## src/rtl/dvp_pattern_tx.sv

```systemverilog
// Camera emulator: OV5640-style 8-bit DVP source (vsync/href/data), RGB565 high byte first.
// Generates colour bars, ramp, checker or frame-count frames with sensor-like blanking.
module dvp_pattern_tx #(
    parameter int H_ACTIVE = 640,
    parameter int H_BLANK  = 64,
    parameter int V_SYNC   = 2,
    parameter int V_BACK   = 8,
    parameter int V_ACTIVE = 480,
    parameter int V_FRONT  = 4
) (
    input  logic       clk,
    input  logic       rst_n,
    input  logic       tx_en,
    input  logic [1:0] pattern_sel,
    output logic       cam_vsync,
    output logic       cam_href,
    output logic [7:0] cam_data,
    output logic       busy,
    output logic       frame_done,
    output logic [7:0] frame_cnt
);

    localparam int LT    = 2 * H_ACTIVE + H_BLANK;
    localparam int BW    = $clog2(LT + 1);
    localparam int VA    = (V_SYNC > V_BACK) ? V_SYNC : V_BACK;
    localparam int VB    = (V_ACTIVE > V_FRONT) ? V_ACTIVE : V_FRONT;
    localparam int VMAX  = (VA > VB) ? VA : VB;
    localparam int LW    = $clog2(VMAX + 1);
    localparam int BAR_W = H_ACTIVE / 8;
    localparam int PW    = $clog2(BAR_W + 1);

    localparam logic [BW-1:0] BC_LAST = BW'(LT - 1);
    localparam logic [BW-1:0] BC_HREF = BW'(2 * H_ACTIVE);
    localparam logic [PW-1:0] PX_LAST = PW'(BAR_W - 1);

    typedef enum logic [2:0] {
        IDLE,
        VSYNC,
        VBACK,
        ACTIVE,
        VFRONT
    } state_t;

    state_t        state, state_nx;
    logic [BW-1:0] bc;
    logic [LW-1:0] lc;
    logic [LW-1:0] lines_m1;
    logic [2:0]    bar;
    logic [PW-1:0] bar_px;
    logic [1:0]    sel_q;
    logic [7:0]    cnt_q;
    logic          line_end, last_line, frame_end, start;
    logic [15:0]   x, y, pix;
    logic          href_c;
    logic [7:0]    data_c;

    always_comb begin
        lines_m1 = '0;
        case (state)
            VSYNC:   lines_m1 = LW'(V_SYNC - 1);
            VBACK:   lines_m1 = LW'(V_BACK - 1);
            ACTIVE:  lines_m1 = LW'(V_ACTIVE - 1);
            VFRONT:  lines_m1 = LW'(V_FRONT - 1);
            default: lines_m1 = '0;
        endcase
    end

    assign line_end  = (bc == BC_LAST);
    assign last_line = line_end && (lc == lines_m1);
    assign frame_end = (state == VFRONT) && last_line;
    // tx_en only matters when a new frame could begin
    assign start     = tx_en && ((state == IDLE) || frame_end);

    always_comb begin
        state_nx = state;
        case (state)
            IDLE:    if (tx_en) state_nx = VSYNC;
            VSYNC:   if (last_line) state_nx = VBACK;
            VBACK:   if (last_line) state_nx = ACTIVE;
            ACTIVE:  if (last_line) state_nx = VFRONT;
            VFRONT:  if (last_line) state_nx = tx_en ? VSYNC : IDLE;
            default: state_nx = IDLE;
        endcase
    end

    always_ff @(posedge clk or negedge rst_n) begin
        if (!rst_n) state <= IDLE;
        else        state <= state_nx;
    end

    always_ff @(posedge clk or negedge rst_n) begin
        if (!rst_n) begin
            bc <= '0;
            lc <= '0;
        end else if (state == IDLE) begin
            bc <= '0;
            lc <= '0;
        end else begin
            bc <= line_end ? '0 : bc + 1'b1;
            if (line_end) lc <= last_line ? '0 : lc + 1'b1;
        end
    end

    always_ff @(posedge clk or negedge rst_n) begin
        if (!rst_n) begin
            sel_q <= '0;
            cnt_q <= '0;
        end else if (start) begin
            sel_q <= pattern_sel;
            cnt_q <= frame_end ? frame_cnt + 8'd1 : frame_cnt;
        end
    end

    // Bar index advances after the low byte of the last pixel in each bar
    always_ff @(posedge clk or negedge rst_n) begin
        if (!rst_n) begin
            bar    <= '0;
            bar_px <= '0;
        end else if (state != ACTIVE || line_end) begin
            bar    <= '0;
            bar_px <= '0;
        end else if (bc[0]) begin
            if (bar_px == PX_LAST) begin
                bar_px <= '0;
                bar    <= bar + 1'b1;
            end else begin
                bar_px <= bar_px + 1'b1;
            end
        end
    end

    assign x = 16'(bc >> 1);
    assign y = 16'(lc);

    always_comb begin
        pix = 16'h0000;
        case (sel_q)
            2'd0: begin
                case (bar)
                    3'd0:    pix = 16'hFFFF;
                    3'd1:    pix = 16'hFFE0;
                    3'd2:    pix = 16'h07FF;
                    3'd3:    pix = 16'h07E0;
                    3'd4:    pix = 16'hF81F;
                    3'd5:    pix = 16'hF800;
                    3'd6:    pix = 16'h001F;
                    default: pix = 16'h0000;
                endcase
            end
            2'd1:    pix = x;
            2'd2:    pix = (((x ^ y) & 16'h0008) != 16'd0) ? 16'hFFFF : 16'h0000;
            default: pix = {cnt_q, cnt_q};
        endcase
    end

    assign href_c = (state == ACTIVE) && (bc < BC_HREF);
    assign data_c = href_c ? (bc[0] ? pix[7:0] : pix[15:8]) : 8'h00;

    always_ff @(posedge clk or negedge rst_n) begin
        if (!rst_n) begin
            cam_vsync  <= 1'b0;
            cam_href   <= 1'b0;
            cam_data   <= 8'h00;
            busy       <= 1'b0;
            frame_done <= 1'b0;
            frame_cnt  <= 8'h00;
        end else begin
            cam_vsync  <= (state == VSYNC);
            cam_href   <= href_c;
            cam_data   <= data_c;
            busy       <= (state != IDLE);
            frame_done <= frame_end;
            if (frame_end) frame_cnt <= frame_cnt + 8'd1;
        end
    end

endmodule

```

## config.mk

```make
export PLATFORM = sky130hd
export DESIGN_NAME = dvp_pattern_tx
export DESIGN_NICKNAME = d
export VERILOG_FILES = /design/src/rtl/dvp_pattern_tx.sv
export SDC_FILE = /design/constraint.sdc
export NUM_CORES = 1
export LEC_CHECK = 0
export ABC_AREA = 1
export BUFFER_PORTS_ARGS = -buffer_cell sky130_fd_sc_hd__buf_2
export CORE_AREA = 2 2 112 114
export DETAILED_ROUTE_END_ITERATION = 7
export DIE_AREA = 0 0 114 116
export SYNTH_ARGS = -nofsm -noshare
export SYNTH_HDL_FRONTEND = slang
export SYNTH_SLANG_ARGS = --single-unit
```

## constraint.sdc

```tcl
create_clock -name clk -period 2.1 [get_ports clk]
set_input_delay 0.315 -clock clk [delete_from_list [all_inputs] [get_ports clk]]
set_output_delay 0.315 -clock clk [all_outputs]
set_load 0.005 [all_outputs]
```

==> flow_summary.ini <==
[pwr]
p_int_mw = 3.13
power_density_nw_per_um2 = 1220
leakage_nw = 1.98
ir_drop_uv = 687
comb_power_share_pct = 32.8
p_seq_share_pct = 32.3
total_power_mw = 4.89
p_sw_share_pct = 36.0
switching_power_mw = 1.76
p_clk_share_pct = 34.9

[synthesis]
ys_seq_area_share_pct = 48.0
syn_inst = 407
yosys.area.top_type = dfrtp_1
synth.top_cell.area_share_pct = 48.0
synth_edf_count = 0
netlist_area_um2 = 3290
synth_ff_type = dfrtp_1
synthTopCellsByArea = dfrtp_1, nand2_1, inv_1
ys_async_sr_fraction_pct = 100
avgSynthCellArea_um2 = 8.08
synth_cell_types = 33
ys_seq_elements = 63
synth_warnings = 0
synth_fp_nets = 421

[detailed_routing]
drt-wirelength-per-cell_um = 12.6
num_vias = 2812
wl_um = 7540
drc = 0
avgViaCountPerCell = 4.69
routed-wl-met3_um = 309
ant_nets = 0
m1WireLength_um = 3650
initialDrtViolationCount = 181
drt-pass1-iter-count = 4
wl_met2_um = 3450
top_layer = met4

[status]
status = finished with violations
violations = negative hold slack

[setup_path]
crit_chain = nand2_1, nor2_1, nand2_1, nand2_1, nand2_1, nor2_1, nand3_2, nor2_4, nand3_1, and2_1
crit_top_cell = nand2_1
ff2ff_setup_slack_ns = 0.14
max_stage_delay_ns = 0.48
r2r_start = state[1]
endpoint_kind = register
worstSetupStartpoint = state[1]
cp_max_fo = 7
cp_data_required_time_ns = 2.32
crit_path_start_kind = register
worst_r2r_endpoint = frame_cnt[4]
crit_buf_inv = 0
crit_path_end = frame_cnt[4]
crit_cells = 10
crit_family = simple AND/OR/NAND/NOR gates
crit_type = reg2reg
critical_path_arrival_ns = 2.18
worst_path_max_delay_cell = dfrtp_1
r2r_cells = 10

[placement]
post-dp-hpwl_um = 5570
routabilityCongestion = 0.855
io_buffers = 24

[floorplanning]
die_area_um2 = 13200
core_um2 = 11900
initial_core_util_pct = 27.6
die_h_um = 116
rows = 40
die_w_um = 114
io_pins = 25

[clock_network]
cts.reportedPaths.clkPinSlew_ns = 0.05
cts-buffers-inserted = 9
cts_tree = built
ctsHoldBuffers = 0
clk_latency_ns = 0.33
cts_max_path_buffers = 2
cts_max_level = 3
clock-sinks = 63
ctsRootBufferMaster = clkbuf_16

[worst_hold_path]
hold_class = in2async

[global_routing]
grt_first_pass_wirelength_um = 13100
overflow = 0
antenna_found_initial = 0
grt_max_degree = 64
grt_usage_pct = 12.6
first_global_vias = 2760

[cells_and_area]
syn_to_final_growth_pct = 22.4
regArea_um2 = 1580
drive_gt1_share_pct = 16.6
final_cell_mix = nand2_1, dfrtp_1, inv_1, nor2_1, buf_2
diodes = 0
final_common_cell = nand2_1
finish.utilization_pct = 33.8
multiInputGateArea_um2 = 1520
final_nets = 461
fillers = 1241

[timing]
period_needed_ns = 1.96
drv_slew = 0
final_hold_viol_count = 8
relSlewSlack_pct = 60.8
skew_ns = 0.00684
hold_ws_ns = -0.00494
setup_viol = 0
finalCritPeriodShare_pct = 93.5
fmax_mhz = 509
tightest_slew_ns = 0.586

[flow_run]
maxCapViolCount = 0
cells by family (layout without fill, tap and decap cells):
family	count (synthesis)	count (layout)	share of synthesized area, %
buffers and inverters	55	100	6.59
DFF	63	63	48.0
xor gates and xnor gates	7	7	1.87
AOI/OAI and AO/OA	55	55	9.36
adders and majority gates	9	9	3.43
and+or+nand+nor	218	218	30.8
sequential cells by signal, indices dropped and copies added, names as in the netlist:
name / flops
bc: 11
lc: 9
cam_data: 8
cnt_q: 8
frame_cnt: 8
bar_px: 7
bar: 3
state: 3
sel_q: 2
busy: 1
cam_href: 1
cam_vsync: 1
frame_done: 1
how the worst min path moves through the flow:
stage               depth (start not counted)  slack, ns   from          end
finish                                      2     -0.005  rst_n    bar_px[4]
global route                                2       0.02  rst_n    bar_px[3]
CTS                                         2      0.003  rst_n  cam_data[4]
detailed placement                          2       0.36  rst_n    bar_px[4]
global placement                            2       0.36  rst_n    bar_px[4]
floorplan                                   0       0.02  rst_n       bar[0]
power by group through the flow:
stage | sequential (mW) | combinational (mW) | clock (mW)
2_1_floorplan | 1.57 | 1.07 | 0
5_1_grt | 1.61 | 1.83 | 1.82
4_1_cts | 1.57 | 1.59 | 1.76
6_report | 1.58 | 1.61 | 1.71
3_5_place_dp | 1.59 | 1.57 | 0
3_3_place_gp | 1.58 | 1.54 | 0
cell type report:
cell class / instances / area share (%)
flip-flops and latches: 63 / 39.2
inverters: 49 / 4.57
repair buffers: 35 / 5.35
clock buffers: 10 / 5.94
multi-input cells: 289 / 37.7
clock inverters: 6 / 2.67
well taps: 147 / 4.57
synth_stat cells (all sizes together), types with 2 or more instances:
cell type  count
a21oi         19
and2           3
a211oi         3
o21ai         23
nand2        106
nor3          16
o22ai          3
nand4         14
xor2           6
ha             9
dfrtp         63
nand3         28
clkbuf         3
o211ai         3
inv           49
nor2          47
buf            3
a31oi          3
nor4           2
metrics by stage:
stage / worst slack (ns) / instances / hold WS (ns) / setup TNS, ns / area, um^2
final: 0.137 / 599 / -0.00494 / 0 / 4020
after global routing: -0.0111 / 599 / 0.0198 / -0.0172 / 4020
after CTS: 0.0723 / 596 / 0.00312 / 0 / 3980
after detailed placement: 0.0884 / 580 / 0.361 / 0 / 3630
after global placement: 0.104 / 580 / 0.356 / 0 / 3630
after floorplan: 0.384 / 407 / 0.0194 / 0 / 3290
layer usage:
metal | vias to the layer above | GRT usage [%]
met4 | 0 | 4.31
met3 | 14 | 4.39
met5 | - | 0
met1 | 1322 | 16.3
met2 | 54 | 19.8
li1 | 1422 | -
timing repair:
item                       4_1_cts  5_1_grt
hold endpoints to repair         0        0
resized for setup                0        6
buffers inserted                 0        3
setup endpoints to repair        0       18
No activity file was read; power rests on OpenSTA's default activity.
